===== src/rtl/tele_pkg.sv =====
// Shared definitions for the telephone call protocol FSMs (caller and callee sides).
package tele_pkg;

    typedef enum logic [2:0] {
        IDLE         = 3'd0,
        RINGING      = 3'd1,
        CONNECTED    = 3'd2,
        HANGUP       = 3'd3,
        CALL_TIMEOUT = 3'd4,
        MISSED       = 3'd5
    } tele_state_t;

    localparam int RING_LIMIT_DEF = 5;
    localparam int CALL_LIMIT_DEF = 250;

endpackage


===== src/rtl/tele_counter.sv =====
// Up-counter with synchronous clear and increment; flags zero and terminal count (LIMIT-1).
module tele_counter #(
    parameter int LIMIT = 5
) (
    input  logic clk,
    input  logic reset_n,
    input  logic clr,
    input  logic inc,
    output logic zero,
    output logic tc
);
    localparam int W = $clog2(LIMIT);

    logic [W-1:0] count_reg;

    always_ff @(posedge clk) begin
        if (!reset_n || clr) begin
            count_reg <= '0;
        end else if (inc) begin
            count_reg <= count_reg + 1'b1;
        end
    end

    assign zero = (count_reg == '0);
    assign tc   = (count_reg == W'(LIMIT - 1));

endmodule


===== src/rtl/tele_callee_fsm.sv =====
// Called-party controller: rings on an incoming call, then connects, rejects or records a miss,
// and bounds the call duration.
module tele_callee_fsm
    import tele_pkg::*;
#(
    parameter int RING_LIMIT = RING_LIMIT_DEF,
    parameter int CALL_LIMIT = CALL_LIMIT_DEF,
    parameter int MISSED_W   = 4
) (
    input  logic                clk,
    input  logic                reset_n,
    input  logic                incoming_call,
    input  logic                answer,
    input  logic                reject,
    input  logic                end_call,
    input  logic                remote_end,
    input  logic                ack,
    input  logic                clr_missed,
    output logic                ringing,
    output logic                pickup_call,
    output logic                in_call,
    output logic                call_timeout,
    output logic                missed_call,
    output logic                call_ended,
    output logic [MISSED_W-1:0] missed_count
);

    tele_state_t         state_reg, state_next;
    logic [MISSED_W-1:0] missed_count_reg;
    logic                ring_zero, ring_tc;
    logic                call_zero, call_tc;
    logic                in_ringing, in_connected;

    assign in_ringing   = (state_reg == RINGING);
    assign in_connected = (state_reg == CONNECTED);

    // Each counter runs only in its own state, so it reads 0 on that state's entry cycle.
    tele_counter #(.LIMIT(RING_LIMIT)) u_ring_cnt (
        .clk     (clk),
        .reset_n (reset_n),
        .clr     (!in_ringing),
        .inc     (in_ringing),
        .zero    (ring_zero),
        .tc      (ring_tc)
    );

    tele_counter #(.LIMIT(CALL_LIMIT)) u_call_cnt (
        .clk     (clk),
        .reset_n (reset_n),
        .clr     (!in_connected),
        .inc     (in_connected),
        .zero    (call_zero),
        .tc      (call_tc)
    );

    always_ff @(posedge clk) begin
        if (!reset_n) begin
            state_reg <= IDLE;
        end else begin
            state_reg <= state_next;
        end
    end

    always_comb begin
        state_next   = state_reg;
        ringing      = 1'b0;
        pickup_call  = 1'b0;
        in_call      = 1'b0;
        call_timeout = 1'b0;
        missed_call  = 1'b0;
        call_ended   = 1'b0;
        case (state_reg)
            IDLE: begin
                if (incoming_call) state_next = RINGING;
            end
            RINGING: begin
                ringing = 1'b1;
                // Caller abandoning wins over a simultaneous answer.
                if (!incoming_call)  state_next = MISSED;
                else if (reject)     state_next = IDLE;
                else if (answer)     state_next = CONNECTED;
                else if (ring_tc)    state_next = MISSED;
            end
            CONNECTED: begin
                in_call     = 1'b1;
                pickup_call = call_zero;
                if (end_call || remote_end) state_next = HANGUP;
                else if (call_tc)           state_next = CALL_TIMEOUT;
            end
            HANGUP: begin
                call_ended = 1'b1;
                state_next = IDLE;
            end
            CALL_TIMEOUT: begin
                call_timeout = 1'b1;
                if (ack) state_next = IDLE;
            end
            MISSED: begin
                missed_call = 1'b1;
                if (ack) state_next = IDLE;
            end
            default: begin
                state_next = IDLE;
            end
        endcase
    end

    // Count on the entering edge only; a clear on the same edge wins.
    always_ff @(posedge clk) begin
        if (!reset_n || clr_missed) begin
            missed_count_reg <= '0;
        end else if (state_next == MISSED && state_reg != MISSED && missed_count_reg != '1) begin
            missed_count_reg <= missed_count_reg + 1'b1;
        end
    end

    assign missed_count = missed_count_reg;

    // ring_zero is kept for symmetry with the call counter; fold it in harmlessly.
    logic unused_ring_zero;
    assign unused_ring_zero = ring_zero;

endmodule


===== config.mk =====
export PLATFORM = sky130hd
export DESIGN_NAME = tele_callee_fsm
export DESIGN_NICKNAME = d
export VERILOG_FILES = /design/src/rtl/tele_pkg.sv /design/src/rtl/tele_counter.sv /design/src/rtl/tele_callee_fsm.sv
export SDC_FILE = /design/constraint.sdc
export NUM_CORES = 1
export LEC_CHECK = 0
export CAP_MARGIN = 20
export CORE_ASPECT_RATIO = 0.75
export CORE_MARGIN = 2
export CORE_UTILIZATION = 44
export CTS_CLUSTER_DIAMETER = 50
export DETAILED_ROUTE_END_ITERATION = 8
export PLACE_DENSITY = 0.73
export SLEW_MARGIN = 25
export SYNTH_ARGS = -nofsm -noshare
export SYNTH_HDL_FRONTEND = slang
export SYNTH_SLANG_ARGS = --single-unit

===== constraint.sdc =====
create_clock -name clk -period 2.2 [get_ports clk]
set_clock_uncertainty 0.15 [all_clocks]
set_input_delay 0.33 -clock clk [delete_from_list [all_inputs] [get_ports clk]]
set_output_delay 0.33 -clock clk [all_outputs]
set_load 0.005 [all_outputs]

== Yosys cells after proc, flatten, opt, wreduce, memory -nomap -nowiden ==
Cells that the tools add are included.

* Logic and storage cells: 44
* Flip-flop bits (word level): 18
* Output and inout bits: 10
* Input bits: 9

* Muxes and demuxes: 15
* Eq/ne operators: 10
* Reduce and logical (&&, ||, !) cells: 12
* $add $sub $neg: 3

{| class="wikitable"
|+ Operator list
! kind !! count
|-
| 3-bit 2-to-1 mux || 8
|-
| 3-bit == test (second input constant) || 4
|-
| 3-bit case mux with 4 select lines || 1
|-
| 8-bit by 1-bit adder with 8-bit output (second input constant) || 1
|-
| 8-bit == test (second input constant) || 1
|-
| 8-bit zero test || 1
|-
| 3-bit by 2-bit == test with 1-bit output (second input constant) || 2
|-
| 1-bit 2-to-1 mux || 6
|-
| 4-bit by 1-bit adder with 4-bit output (second input constant) || 1
|-
| 1-bit logical OR || 4
|-
| 4-bit inequality test (second input constant) || 1
|-
| 3-bit by 1-bit adder with 3-bit output (second input constant) || 1
|-
| 3-bit by 1-bit == test with 1-bit output (second input constant) || 1
|-
| 1-bit zero test || 3
|-
| 3-bit zero test || 1
|-
| 3-bit inequality test (second input constant) || 1
|-
| 1-bit logical AND || 2
|-
| 2-bit OR reduction || 1
|}

== Depth between registers and ports, before layout ==
* Word-level depth: 9
* Mapped depth: 7
* Mapped depth without buffers: 7

== By module ==
A second synthesis with hierarchy kept.

* Cell total of the unflattened synthesis: 120
* Area, all modules: 1001.0 sq um

{| class="wikitable"
|+ Modules (own cells, without submodules)
! module !! seq. area each (sq um) !! area an instance (sq um) !! instances !! cells each
|-
| tele_callee_fsm || 140.1 || 456.7 || 1 || 59
|-
| tele_counter (u_call_cnt) || 160.2 || 382.9 || 1 || 44
|-
| tele_counter (u_ring_cnt) || 60.1 || 161.4 || 1 || 17
|}

== Worst setup path after synthesis ==
Ideal clock, no wire load.

* Path type: register to register
* Start point: reg u_call_cnt.count_reg[0]
* End point: reg missed_count_reg[3] (netlist: missed_count[3])
* Setup slack: 40 ps
* Arrival: 1940 ps
* Required time: 1980 ps
* Buffers on the path: 0
* Period minus slack after synthesis: 2160 ps
* Library setup time: 70 ps
* Stages on the path, launching flop included: 7
* Cell sequence: dfxtp_1 > ha_1 > nand4b_1 > or4_4 > o221a_4 > or4_1 > a21oi_1

* Longest elaborated chain between the ends: 7

{| class="wikitable"
|+ Ends and longest elaborated chain
! item !! RTL line !! source
|-
| from (decl) || tele_counter.sv:14 || <nowiki>logic [W-1:0] count_reg;</nowiki>
|-
| from (signal assigned) || tele_counter.sv:20 || <nowiki>count_reg <= count_reg + 1'b1;</nowiki>
|-
| 8-bit == test || tele_counter.sv:25 || <nowiki>assign tc = (count_reg == W'(LIMIT - 1));</nowiki>
|-
| 3-bit 2-to-1 mux || tele_callee_fsm.sv:88 || <nowiki>else if (call_tc) state_next = CALL_TIMEOUT;</nowiki>
|-
| 3-bit 2-to-1 mux || tele_callee_fsm.sv:87 || <nowiki>if (end_call || remote_end) state_next = HANGUP;</nowiki>
|-
| 3-bit case mux with 4 select lines || tele_callee_fsm.sv:72 || <nowiki>case (state_reg)</nowiki>
|-
| 3-bit == test || tele_callee_fsm.sv:112 || <nowiki>end else if (state_next == MISSED && state_reg != MISSED && missed_count_reg != '1) begin</nowiki>
|-
| 1-bit logical AND (2 in a row) || tele_callee_fsm.sv:112 ||
|-
| to (signal assigned) || tele_callee_fsm.sv:113 || <nowiki>missed_count_reg <= missed_count_reg + 1'b1;</nowiki>
|-
| to (decl) || tele_callee_fsm.sv:29 || <nowiki>logic [MISSED_W-1:0] missed_count_reg;</nowiki>
|}

No other way between the ends.
A chain may end at the register's enable or synchronous reset.

== Worst setup path in the final report ==
* Start point: reg state_reg[1]
* End point: reg missed_count_reg[2] (netlist: missed_count[2])

* Longest elaborated chain between the ends: 8
* Elaborated cells between the ends (all ways): 19
* Classes of those cells: eq/ne: 6; mux: 9; reduce/logical: 4

{| class="wikitable"
|+ Ends and longest elaborated chain
! item !! RTL line !! source
|-
| from (decl) || tele_callee_fsm.sv:28 || <nowiki>tele_state_t state_reg, state_next;</nowiki>
|-
| from (signal assigned) || tele_callee_fsm.sv:60 || <nowiki>state_reg <= state_next;</nowiki>
|-
| 3-bit 2-to-1 mux || tele_callee_fsm.sv:82 || <nowiki>else if (ring_tc) state_next = MISSED;</nowiki>
|-
| 3-bit 2-to-1 mux || tele_callee_fsm.sv:81 || <nowiki>else if (answer) state_next = CONNECTED;</nowiki>
|-
| 3-bit 2-to-1 mux || tele_callee_fsm.sv:80 || <nowiki>else if (reject) state_next = IDLE;</nowiki>
|-
| 3-bit 2-to-1 mux || tele_callee_fsm.sv:79 || <nowiki>if (!incoming_call) state_next = MISSED;</nowiki>
|-
| 3-bit case mux with 4 select lines || tele_callee_fsm.sv:72 ||
|-
| 3-bit == test || tele_callee_fsm.sv:112 ||
|-
| 1-bit logical AND * (2 in a row) || tele_callee_fsm.sv:112 ||
|}

Mark *: on every way between the ends. The rest lies on a longest branch, timed or not.

==> metrics.md <==
| Metric | Value |
|---|---|
| Num rows | 14 |
| Core area | 1980 um^2 |
| Crit Path Category | reg2reg |
| Placed cell count | 158 |
| Outcome | complete, no violations |
| Overflow after GRT | 0 |
| Fmax | 460 MHz |
| Final Power | 0.651 mW |
| Commonest cells after routing, fill and taps aside | clkdlybuf4s50_1, buf_4, dfxtp_1, nor2_1 |
| CTS tree | done |
| CTS Root Buffer Type | clkbuf_4 |
| Slowest CP cell | or4_4 |
| Pin count of the biggest net entering global routing | 11 |
| Vias | 857 |
| First-pass GRT wire length | 3720 um |
| #FFs+latches synth | 18 |
| Fin nets | 156 |
| Die H | 43.5 um |
| Final Max Tran Viols | 0 |
| Yosys cell types | 32 |
| Final non-filler cell total | 164 |
| Final WL | 2330 um |
| RSZ-0062 raised after global routing | yes |
| Synth warnings | 0 |
| Final Critical Period | 2170 ps |
| Setup crit end kind | register |
| # hold bufs at CTS | 0 |
| Relative slew slack | 69.5% |
| Die width | 56.7 um |
| Net Count, Synth | 117 |
| Initial antenna violation count | 0 |
| Starting Density | 46.3% |
| Worst min-delay path category | reg2reg |
| Avg WL per Cell | 14.2 um |
| Max incr delay on CP | 530 ps |
| Max-cap violation count | 0 |
| # IOs | 19 |
| CP max FO | 5 |
| H-tree Lvls | 1 |
| Clock Path Buffers | 2 |
| CP delay by family, top | simple AND/OR/NAND/NOR gates |
| Post-route ant nets | 0 |
| Final hold violations | 0 |
| Crit path DAT | 2270 ps |
| Gpl congestion | 0.800 |
| Buf/Inv on CP | 1 |
| Peak VDD IR | 339 uV |
| Pre-antenna DRT Iters | 4 |
| Antenna Cells | 0 |
| Number of global-route vias before repair | 848 |
| PwrDens | 496 nW/um^2 |
| Iter 0 DRT Violations | 13 |
| Vias/cell | 5.23 |
| Clk slew on worst S/H paths | 110 ps |
| Leak Pwr | 0.526 nW |
| Top post-synthesis cells by area | dfxtp_1, ha_1, nor2_1, xor2_1, inv_1 |
| # DRC | 0 |
| Top-area cell type share of the netlist area | 39.3% |
| Post-DP HPWL | 1640 um |
| Mapped cell area | 916 um^2 |
| Area leader, netlist | dfxtp_1 |
| WP data required | 2290 ps |
| Die area | 2470 um^2 |
| Final TNS setup | 0 ps |
| Mean Syn Cell Area | 8.98 um^2 |
| Clock latency on the worst-skew pair | 310 ps |
| Port bufs | 18 |
| Num CTS Buffers | 3 |
| Max reg flops | 8 |
| Seq/Total Area, Yosys | 39.3% |
| Endpoints failing setup | 0 |
| GRT Total Usage | 20.7% |
| Post-Syn Instances | 102 |
| Period utilisation layout | 98.8% |
| CP startpoint kind | register |
| Area grow syn2layout | 43.3% |
| Clock sinks | 18 |
| Layout cell share with drive strength beyond 1 | 24.3% |
| CP Cell Sequence | buf_4 > or4_4 > a221o_1 > or4_1 > a21oi_1 |
| Slew @ Worst Pin | 452 ps |
[routing by layer]
layer / GRT usage [%] / wire (um)
met1: 20.9 / 988
met2: 38.4 / 1150
met3: 5.97 / 92
met4: 12.4 / 100
met5: 0 / 0
[logic make-up (layout without fill, tap and decap cells)]
logic type               after synthesis  after routing  share of synthesized area (%)
AO/OA/AOI/OAI                         15             15                           12.3
AND/OR/NAND/NOR                       48             48                           30.2
buffers and inverters                  8             46                           3.28
adder cells (fa/ha/maj)                6              6                           8.20
XOR/XNOR                               7              7                           6.69
flip-flops                            18             18                           39.3
[final cells by class]
type / count / area [um^2]
Timing Repair Buffer: 34 / 298
Sequential cell: 18 / 364
Tap cell: 24 / 30.0
Inverter: 8 / 30.0
Clock buffer: 4 / 36.3
Fill cell: 174 / 667
Multi-Input combinational cell: 76 / 554
[worst paths after layout]
| path | start | to | slack, ps | depth (start not counted) |
|---|---|---|---|---|
| setup / recovery | state_reg[1] | missed_count[2] | 30 | 5 |
| hold / removal | u_ring_cnt.count_reg[0] | u_ring_cnt.count_reg[0] | 310 | 1 |
| setup reg to reg | state_reg[1] | missed_count[2] | 30 | 5 |
| hold reg to reg | u_ring_cnt.count_reg[0] | u_ring_cnt.count_reg[0] | 310 | 1 |
[synth_stat cells (all sizes together)]
cell and n:
nor2 13, ha 6, or3b 1, and2 2
o21ai 3, or4 4, nor4b 1, nor4 1
and3 4, nand2 7, a41oi 1, a221o 1
xnor2 3, o211ai 1, or3 1, inv 8
nor3b 1, dfxtp 18, nand2b 2, nand3b 1
a21oi 4, and3b 1, nand3 6, nand4b 2
nor2b 1, xor2 4, o311ai 1, o31ai 3
o221a 1
[stage by stage]
stage / hold WS (ps) / util (%) / setup slack (ps) / cell area [um^2]
finish: 309 / 66.3 / 26.6 / 1310
global route: 327 / 66.3 / -47.7 / 1310
CTS: 311 / 64.8 / 14.2 / 1280
detailed placement: 289 / 62.2 / -240 / 1230
global placement: 275 / 62.2 / -221 / 1230
floorplan: 267 / - / 40.3 / 916
[power breakdown]
part / switching [mW] / internal [mW] / leakage [nW] / total, mW
Clock: 0.114 / 0.101 / 0.0210 / 0.215
Combinational: 0.0439 / 0.0571 / 0.358 / 0.101
Sequential: 0.00348 / 0.331 / 0.147 / 0.335
Total: 0.161 / 0.489 / 0.526 / 0.651
[repair_timing]
action / CTS / global route
setup endpoints to repair: 4 / 5
buffers inserted: 1 / 1
resized for setup: 8 / 5
hold endpoints to repair: 0 / 0
pin swaps: 3 / 0
Note: power is estimated with default switching activity, not from simulation.
